**config.mk**
```make
export PLATFORM = sky130hd
export DESIGN_NAME = proc_controller
export DESIGN_NICKNAME = d
export VERILOG_FILES = /design/src/rtl/proc_pkg.sv /design/src/rtl/proc_ctrl_decode.sv /design/src/rtl/proc_controller.sv
export SDC_FILE = /design/constraint.sdc
export NUM_CORES = 1
export LEC_CHECK = 0
export ABC_AREA = 1
export BUFFER_PORTS_ARGS = -buffer_cell sky130_fd_sc_hd__buf_2
export CAP_MARGIN = 10
export CELL_PAD_IN_SITES_DETAIL_PLACEMENT = 1
export CELL_PAD_IN_SITES_GLOBAL_PLACEMENT = 2
export CORE_AREA = 2 2 67 69
export CTS_CLUSTER_SIZE = 30
export DETAILED_ROUTE_END_ITERATION = 8
export DIE_AREA = 0 0 69 71
export GPL_ROUTABILITY_DRIVEN = 0
export PLACE_DENSITY_LB_ADDON = 0.15
export SYNTH_ARGS = -nofsm -noshare
export SYNTH_HDL_FRONTEND = slang
export SYNTH_SLANG_ARGS = --single-unit
```
**constraint.sdc**
```tcl
create_clock -name Clk -period 1.6 [get_ports Clk]
set_clock_uncertainty 0.2 [all_clocks]
set_input_delay 0.16 -clock Clk [delete_from_list [all_inputs] [get_ports Clk]]
set_output_delay 0.16 -clock Clk [all_outputs]
set_load 0.1 [all_outputs]
```
**src/rtl/proc_pkg.sv**
```systemverilog
// Shared types for the multicycle processor control unit: FSM state codes, opcodes, ALU selects, control bundle.
// Latency: n/a (types only). Backpressure: none.
package proc_pkg;

  localparam int IR_W    = 16;
  localparam int ADDR_W  = 8;
  localparam int REG_AW  = 4;
  localparam int ALU_SW  = 3;
  localparam int STATE_W = 4;

  typedef enum logic [STATE_W-1:0] {
    ST_INIT   = 4'd0,
    ST_FETCH  = 4'd1,
    ST_DECODE = 4'd2,
    ST_NOOP   = 4'd3,
    ST_LOAD_A = 4'd4,
    ST_LOAD_B = 4'd5,
    ST_STORE  = 4'd6,
    ST_ADD    = 4'd7,
    ST_SUB    = 4'd8,
    ST_HALT   = 4'd9,
    ST_JUMP   = 4'd10
  } state_t;

  localparam logic [3:0] OP_NOOP  = 4'd0;
  localparam logic [3:0] OP_STORE = 4'd1;
  localparam logic [3:0] OP_LOAD  = 4'd2;
  localparam logic [3:0] OP_ADD   = 4'd3;
  localparam logic [3:0] OP_SUB   = 4'd4;
  localparam logic [3:0] OP_HALT  = 4'd5;
  localparam logic [3:0] OP_JMP   = 4'd6;

  localparam logic [ALU_SW-1:0] ALU_PASS = 3'd0;
  localparam logic [ALU_SW-1:0] ALU_ADD  = 3'd1;
  localparam logic [ALU_SW-1:0] ALU_SUB  = 3'd2;

  // Every datapath control driven by the FSM, bundled so the decoder has a single output.
  typedef struct packed {
    logic              pc_clr;
    logic              pc_up;
    logic              ir_ld;
    logic              pc_ld;
    logic [ADDR_W-1:0] pc_addr;
    logic [ADDR_W-1:0] d_addr;
    logic              d_wr;
    logic              rf_s;
    logic [REG_AW-1:0] rf_w_addr;
    logic              rf_w_en;
    logic [REG_AW-1:0] rf_ra_addr;
    logic [REG_AW-1:0] rf_rb_addr;
    logic [ALU_SW-1:0] alu_s0;
  } ctrl_t;

  function automatic logic [3:0] opcode_of(input logic [IR_W-1:0] ir);
    return ir[15:12];
  endfunction

endpackage

```
**src/rtl/proc_ctrl_decode.sv**
```systemverilog
// Combinational Moore output decoder: registered state plus IR operand fields -> datapath controls.
// Latency: 0 cycles (pure combinational). Backpressure: none. Jump outputs only with PROC_CTRL_JUMP_EN.
module proc_ctrl_decode
  import proc_pkg::*;
(
  input  state_t      state,
  input  logic [11:0] ir_fields,
  output ctrl_t       ctrl
);

  always_comb begin
    ctrl = '0;
    case (state)
      ST_INIT:  ctrl.pc_clr = 1'b1;
      ST_FETCH: begin
        ctrl.ir_ld = 1'b1;
        ctrl.pc_up = 1'b1;
      end
      ST_LOAD_A: begin
        ctrl.d_addr = ir_fields[11:4];
        ctrl.rf_s   = 1'b1;
      end
      // Memory read data is only valid one cycle after the address, so write-back lands here.
      ST_LOAD_B: begin
        ctrl.d_addr    = ir_fields[11:4];
        ctrl.rf_s      = 1'b1;
        ctrl.rf_w_addr = ir_fields[3:0];
        ctrl.rf_w_en   = 1'b1;
      end
      ST_STORE: begin
        ctrl.d_addr     = ir_fields[7:0];
        ctrl.rf_ra_addr = ir_fields[11:8];
        ctrl.d_wr       = 1'b1;
      end
      ST_ADD, ST_SUB: begin
        ctrl.rf_ra_addr = ir_fields[11:8];
        ctrl.rf_rb_addr = ir_fields[7:4];
        ctrl.rf_w_addr  = ir_fields[3:0];
        ctrl.rf_w_en    = 1'b1;
        ctrl.alu_s0     = (state == ST_SUB) ? ALU_SUB : ALU_ADD;
      end
`ifdef PROC_CTRL_JUMP_EN
      ST_JUMP: begin
        ctrl.pc_addr = ir_fields[7:0];
        ctrl.pc_ld   = 1'b1;
      end
`endif
      default: ctrl = '0;
    endcase
  end

endmodule

```
**src/rtl/proc_controller.sv**
```systemverilog
// Moore FSM sequencing fetch/decode/execute for the 16-bit multicycle processor; JMP support via PROC_CTRL_JUMP_EN.
// Latency: 3 cycles per instruction, 4 for LOAD; HALT holds until Reset. Backpressure: none, free-running.
module proc_controller
  import proc_pkg::*;
(
  input  logic              Clk,
  input  logic              Reset,
  input  logic [IR_W-1:0]   IR,
  output logic              PC_Clr,
  output logic              PC_Up,
  output logic              IR_Ld,
  output logic              PC_Ld,
  output logic [ADDR_W-1:0] PC_Addr,
  output logic [ADDR_W-1:0] D_Addr,
  output logic              D_Wr,
  output logic              RF_s,
  output logic [REG_AW-1:0] RF_W_Addr,
  output logic              RF_W_en,
  output logic [REG_AW-1:0] RF_Ra_Addr,
  output logic [REG_AW-1:0] RF_Rb_Addr,
  output logic [ALU_SW-1:0] ALU_s0,
  output logic [STATE_W-1:0] StateO
);

  state_t state_q;
  state_t state_d;
  ctrl_t  ctrl;

  always_ff @(posedge Clk) begin
    if (Reset) state_q <= ST_INIT;
    else       state_q <= state_d;
  end

  always_comb begin
    state_d = state_q;
    case (state_q)
      ST_INIT:   state_d = ST_FETCH;
      ST_FETCH:  state_d = ST_DECODE;
      ST_DECODE: begin
        case (opcode_of(IR))
          OP_LOAD:  state_d = ST_LOAD_A;
          OP_STORE: state_d = ST_STORE;
          OP_ADD:   state_d = ST_ADD;
          OP_SUB:   state_d = ST_SUB;
          OP_HALT:  state_d = ST_HALT;
`ifdef PROC_CTRL_JUMP_EN
          OP_JMP:   state_d = ST_JUMP;
`endif
          default:  state_d = ST_NOOP;
        endcase
      end
      ST_LOAD_A: state_d = ST_LOAD_B;
      ST_HALT:   state_d = ST_HALT;
      // Every execute state (and any stray code) returns to fetch.
      default:   state_d = ST_FETCH;
    endcase
  end

  proc_ctrl_decode u_decode (
    .state     (state_q),
    .ir_fields (IR[11:0]),
    .ctrl      (ctrl)
  );

  assign PC_Clr     = ctrl.pc_clr;
  assign PC_Up      = ctrl.pc_up;
  assign IR_Ld      = ctrl.ir_ld;
  assign PC_Ld      = ctrl.pc_ld;
  assign PC_Addr    = ctrl.pc_addr;
  assign D_Addr     = ctrl.d_addr;
  assign D_Wr       = ctrl.d_wr;
  assign RF_s       = ctrl.rf_s;
  assign RF_W_Addr  = ctrl.rf_w_addr;
  assign RF_W_en    = ctrl.rf_w_en;
  assign RF_Ra_Addr = ctrl.rf_ra_addr;
  assign RF_Rb_Addr = ctrl.rf_rb_addr;
  assign ALU_s0     = ctrl.alu_s0;
  assign StateO     = state_q;

endmodule

```
== Yosys cells after proc, flatten, opt, wreduce, memory -nomap -nowiden ==
Index checks and enable logic that the tools add are counted.

* Register bits after elaboration: 4
* Input port bits: 18
* Output and inout port bits: 42
* Word-level logic and storage cells: 30

* Equality and inequality tests: 13
* Muxes and demuxes: 11
* Reductions and logical operators: 5

{| class="wikitable"
|+ Operators with widths
! operator !! count
|-
| equality test 4 x 3 -> 1 bit (second input constant) || 6
|-
| case mux 4 bit (5 select lines) || 1
|-
| case mux 4 bit (4 select lines) || 1
|-
| case mux 8 bit (2 select lines) || 1
|-
| equality test 4 x 2 -> 1 bit (second input constant) || 3
|-
| equality test 4 x 1 -> 1 bit (second input constant) || 2
|-
| equality test 4 bit (second input constant) || 2
|-
| 2-to-1 mux 7 bit || 1
|-
| OR reduction 3 bit || 2
|-
| 2-to-1 mux 5 bit || 1
|-
| logical NOT 4 bit || 1
|-
| 2-to-1 mux 2 bit || 2
|-
| 2-to-1 mux 4 bit || 1
|-
| OR reduction 2 bit || 2
|-
| 2-to-1 mux 1 bit || 3
|}

== Depth between registers and ports, before layout ==
* Word-level depth: 3
* Mapped depth: 6
* Mapped depth without buffers: 6

== Hierarchy ==
Synthesis repeated with hierarchy kept, for this count alone.

* Cells, all modules: 124
* Area total of the unflattened synthesis: 695.7 um^2

{| class="wikitable"
|+ Modules (own cells, without submodules)
! module !! instances !! cells an instance !! area an instance (um^2) !! sequential area each (um^2)
|-
| proc_ctrl_decode || 1 || 81 || 444.2 || 0.0
|-
| proc_controller || 1 || 43 || 251.5 || 80.1
|}

== Least setup slack after synthesis ==
OpenSTA, ideal clock, no wires.

* Path type: register to output
* Start: register state_q[2], in the netlist StateO[2]
* End: output port D_Addr[4]
* Arrival time: 3.679 ns
* Data required time: 1.240 ns
* Path slack: -2.439 ns
* Cell stages (with the launch flop): 5
* Path buffers: 0
* Path through: dfxtp_1 > inv_1 > nor2_4 > nand2_2 > o21ai_0

* Cells in the longest elaborated chain, start to end: 3
* Elaborated cells between the ends (all ways): 5
* Classes of those cells: eq/ne: 3; mux: 1; reduce/logical: 1

{| class="wikitable"
|+ RTL lines
! what !! line !! RTL
|-
| start, declared || proc_controller.sv:25 || <nowiki>state_t state_q;</nowiki>
|-
| start signal, assigned || proc_controller.sv:31 || <nowiki>else state_q <= state_d;</nowiki>
|-
| equality test 4 x 3 -> 1 bit || proc_ctrl_decode.sv:13 || <nowiki>case (state)</nowiki>
|-
| OR reduction 2 bit (no source line) || - ||
|-
| case mux 8 bit (2 select lines) * || proc_ctrl_decode.sv:13 ||
|-
| end, declared || proc_controller.sv:14 || <nowiki>output logic [ADDR_W-1:0] D_Addr,</nowiki>
|}

Mark *: on every way between the ends. The rest lies on a longest branch, timed or not.

== Final worst setup path ==
* Start: register state_q[0], in the netlist StateO[0]
* End: output port RF_Rb_Addr[0]

* Cells in the longest elaborated chain, start to end: 3
* Elaborated cells between the ends (all ways): 4
* Classes of those cells: eq/ne: 2; mux: 1; reduce/logical: 1

{| class="wikitable"
|+ RTL lines
! what !! line !! RTL
|-
| equality test 4 x 3 -> 1 bit or equality test 4 bit (tied branches) || proc_ctrl_decode.sv:13 ||
|-
| OR reduction 2 bit * || - ||
|-
| 2-to-1 mux 7 bit * || proc_ctrl_decode.sv:13 ||
|-
| end, declared || proc_controller.sv:20 || <nowiki>output logic [REG_AW-1:0] RF_Rb_Addr,</nowiki>
|}

Marked as above.

==> results.toml <==
[detailed_routing]
route.vias.total = 838
vias_per_cell = 3.72
drc = 0
first_iter_violations = 15
postRouteAntennaNets = 0
wire_per_inst_um = 11.4
firstDrtPassIters = 4
drt-total-wl_mm = 2.57

[timing]
min_period_over_period_pct = 112
fin_crit_ps = 1800
max_freq_ghz = 0.556
fin_ws_ps = -198
drv_slew = 0
grt_setup_unrepaired = "true"
hold_viol = 0
setup_viol = 24

[worst_setup_path]
path_class = "flip-flop to output pin"
end_kind = "output pin"
crit_required_ps = 1240
r2r_start = "StateO[1]"
path_max_fanout = 5
worstPathArrival_ps = 1440
regToRegSetupSlack_ps = 180
start_kind = "flip-flop"
r2r_cells = 8
r2r-end = "StateO[0]"

[logic_synthesis]
synth_area_leaders = "inv_1 16%, nand2_1 15%, buf_4 15%"
synth_top_area_share_pct = 15.9
yosys.area_share.adder_pct = 0
synthXorXnorAreaFrac_pct = 0
synth_cell_types = 20
synth_cells = 105
yosysTopAreaCell = "inv_1"
syn_avg_cell_area_um2 = 5.41
synth-compound-area-share_pct = 13.4
syn_area_um2 = 568
ys_warn_count = 0
yosysSeqAreaShare_pct = 14.1
ys_ff_latch = 4
synth_mux_area_share_pct = 0
synth_top_family_by_area = "simple AND/OR/NAND/NOR gates"
yosys.area_share.simple_pct = 39.4

[finish]
syn_to_final_growth_pct = 206
drive_gt1_share_pct = 67.1
largest_reg_flops = 4
nets = 193
antennaDiodeCount = 0
final_util_pct = 41.3
nFillCells = 488
seqCellArea_um2 = 95.1
multiInputGateArea_um2 = 549
fin_cells = 225

[floorplan]
fp.dieW_um = 69
die_area_um2 = 4900
rows = 24
start_util_pct = 13.5
core_area_um2 = 4200
pin_count = 60
dieHeight_um = 71

[min_path]
holdPathStages = 5
worstHoldStart = "IR[12]"
worstHoldEndpoint = "StateO[0]"
hp-class = "input pin to flip-flop"

[placed_design]
port_buffers = 49
dp_hpwl_mm = 2.34
dp.cells = 215
place_ws_ps = 5.69

[clocking]
cts_root_buf = "clkbuf_8"
clkTransAtPathRegs_ps = 30
cts_tree = "built"
insertion_delay_ps = 210
cts.sink_count = 4
clock_path_buffers = 2
htreeDepth = 1
cts_buffers = 3

[grt]
grt_pass1_vias = 902
grt-ovfl-total = 0
antenna_found_initial = 0
grt.total_usage_pct = 10.6
grt_max_degree = 8
grt_pass1_wl_mm = 4.34

[job]
cap_violations = 0

[power_and_ir_drop]
powerDensity_nw_per_um2 = 617
leakage_nw = 0.753
ir_worst_vdd_v = 0.000612
p_total_mw = 1.07

[outcome]
violations = "negative setup slack"
status = "finished with violations"
[final cells by class]
type,count,share of cell area (%)
Inverter,27,8.36
Clock buffer,3,2.38
Timing Repair Buffer,67,48.4
Tap cell,52,3.75
Sequential cell,4,5.48
Multi-Input combinational cell,72,31.7
[cell families after synthesis]
group,count (synthesis)
buffers and inverters,38
flip-flops,4
AO/OA/AOI/OAI,13
AND/OR/NAND/NOR,49
other,1
[worst max-delay path by stage]
stage / from / endpoint / slack [ps]
detailed placement: StateO[2] / D_Addr[5] / 6
floorplan: StateO[2] / RF_Rb_Addr[0] / -720
CTS: StateO[0] / RF_Rb_Addr[0] / -190
global placement: StateO[2] / D_Addr[5] / 20
global route: StateO[0] / RF_Rb_Addr[0] / -280
finish: StateO[0] / RF_Rb_Addr[0] / -200
[per-layer routing]
layer  vias to the layer above  track usage, %  share of wire [%]
met5                         -               0                  0
met4                         0            2.61               0.51
met3                         2            1.42                4.4
met2                        27            20.7                 57
met1                       376            12.2                 38
li1                        433               -                  -
[through the flow]
stage	cell area (um2)	hold slack (ps)	setup TNS, ps
detailed placement	1570	165	0
floorplan	831	19.4	-12860
CTS	1690	103	-3520
global placement	1570	162	0
finish	1740	97.4	-3400
global route	1740	127	-5570
[critical path, stage by stage (launching register included)]
cell	delay [ps]
dfxtp_4	350
buf_12	130
nand3_2	120
clkinvlp_4	130
nor2_4	240
nor2_4	80
buf_12	170
[cell usage after synthesis (all sizes together)]
| cell type | count |
|---|---|
| nand4 | 2 |
| o21ai | 4 |
| nand3 | 4 |
| dfxtp | 4 |
| o22ai | 4 |
| a21oi | 4 |
| nand2 | 25 |
| conb | 1 |
| inv | 27 |
| buf | 11 |
| nor2 | 17 |
| o21a | 1 |
| nor3 | 1 |
[power by group]
part | switching, mW | internal [mW] | leakage [nW]
clock | 0.0487 | 0.160 | 0.0216
combinational | 0.529 | 0.207 | 0.696
sequential | 0.0133 | 0.112 | 0.0355
[cell usage in the layout (no fill, tap or decap), types with 2 or more instances in the layout]
cell / n
conb_1: 10
buf_6: 3
o22ai_4: 4
nand2_1: 18
o21ai_4: 3
buf_12: 30
buf_2: 21
inv_1: 16
dfxtp_4: 4
clkbuf_8: 3
nor2_1: 5
inv_8: 2
nand3_1: 2
clkinvlp_4: 7
nor2_4: 11
buf_4: 12
a21oi_1: 3
nand2_2: 7
[what timing repair did]
| action | in CTS | in global routing |
|---|---|---|
| setup buffers | 2 | 4 |
| resized for setup | 11 | 3 |
| hold buffers | 1 | 0 |
| setup endpoints to repair | 24 | 27 |
| endpoints found under the hold margin | 4 | 0 |
| pin swaps | 2 | 2 |
No activity file was read; power rests on OpenSTA's default activity.
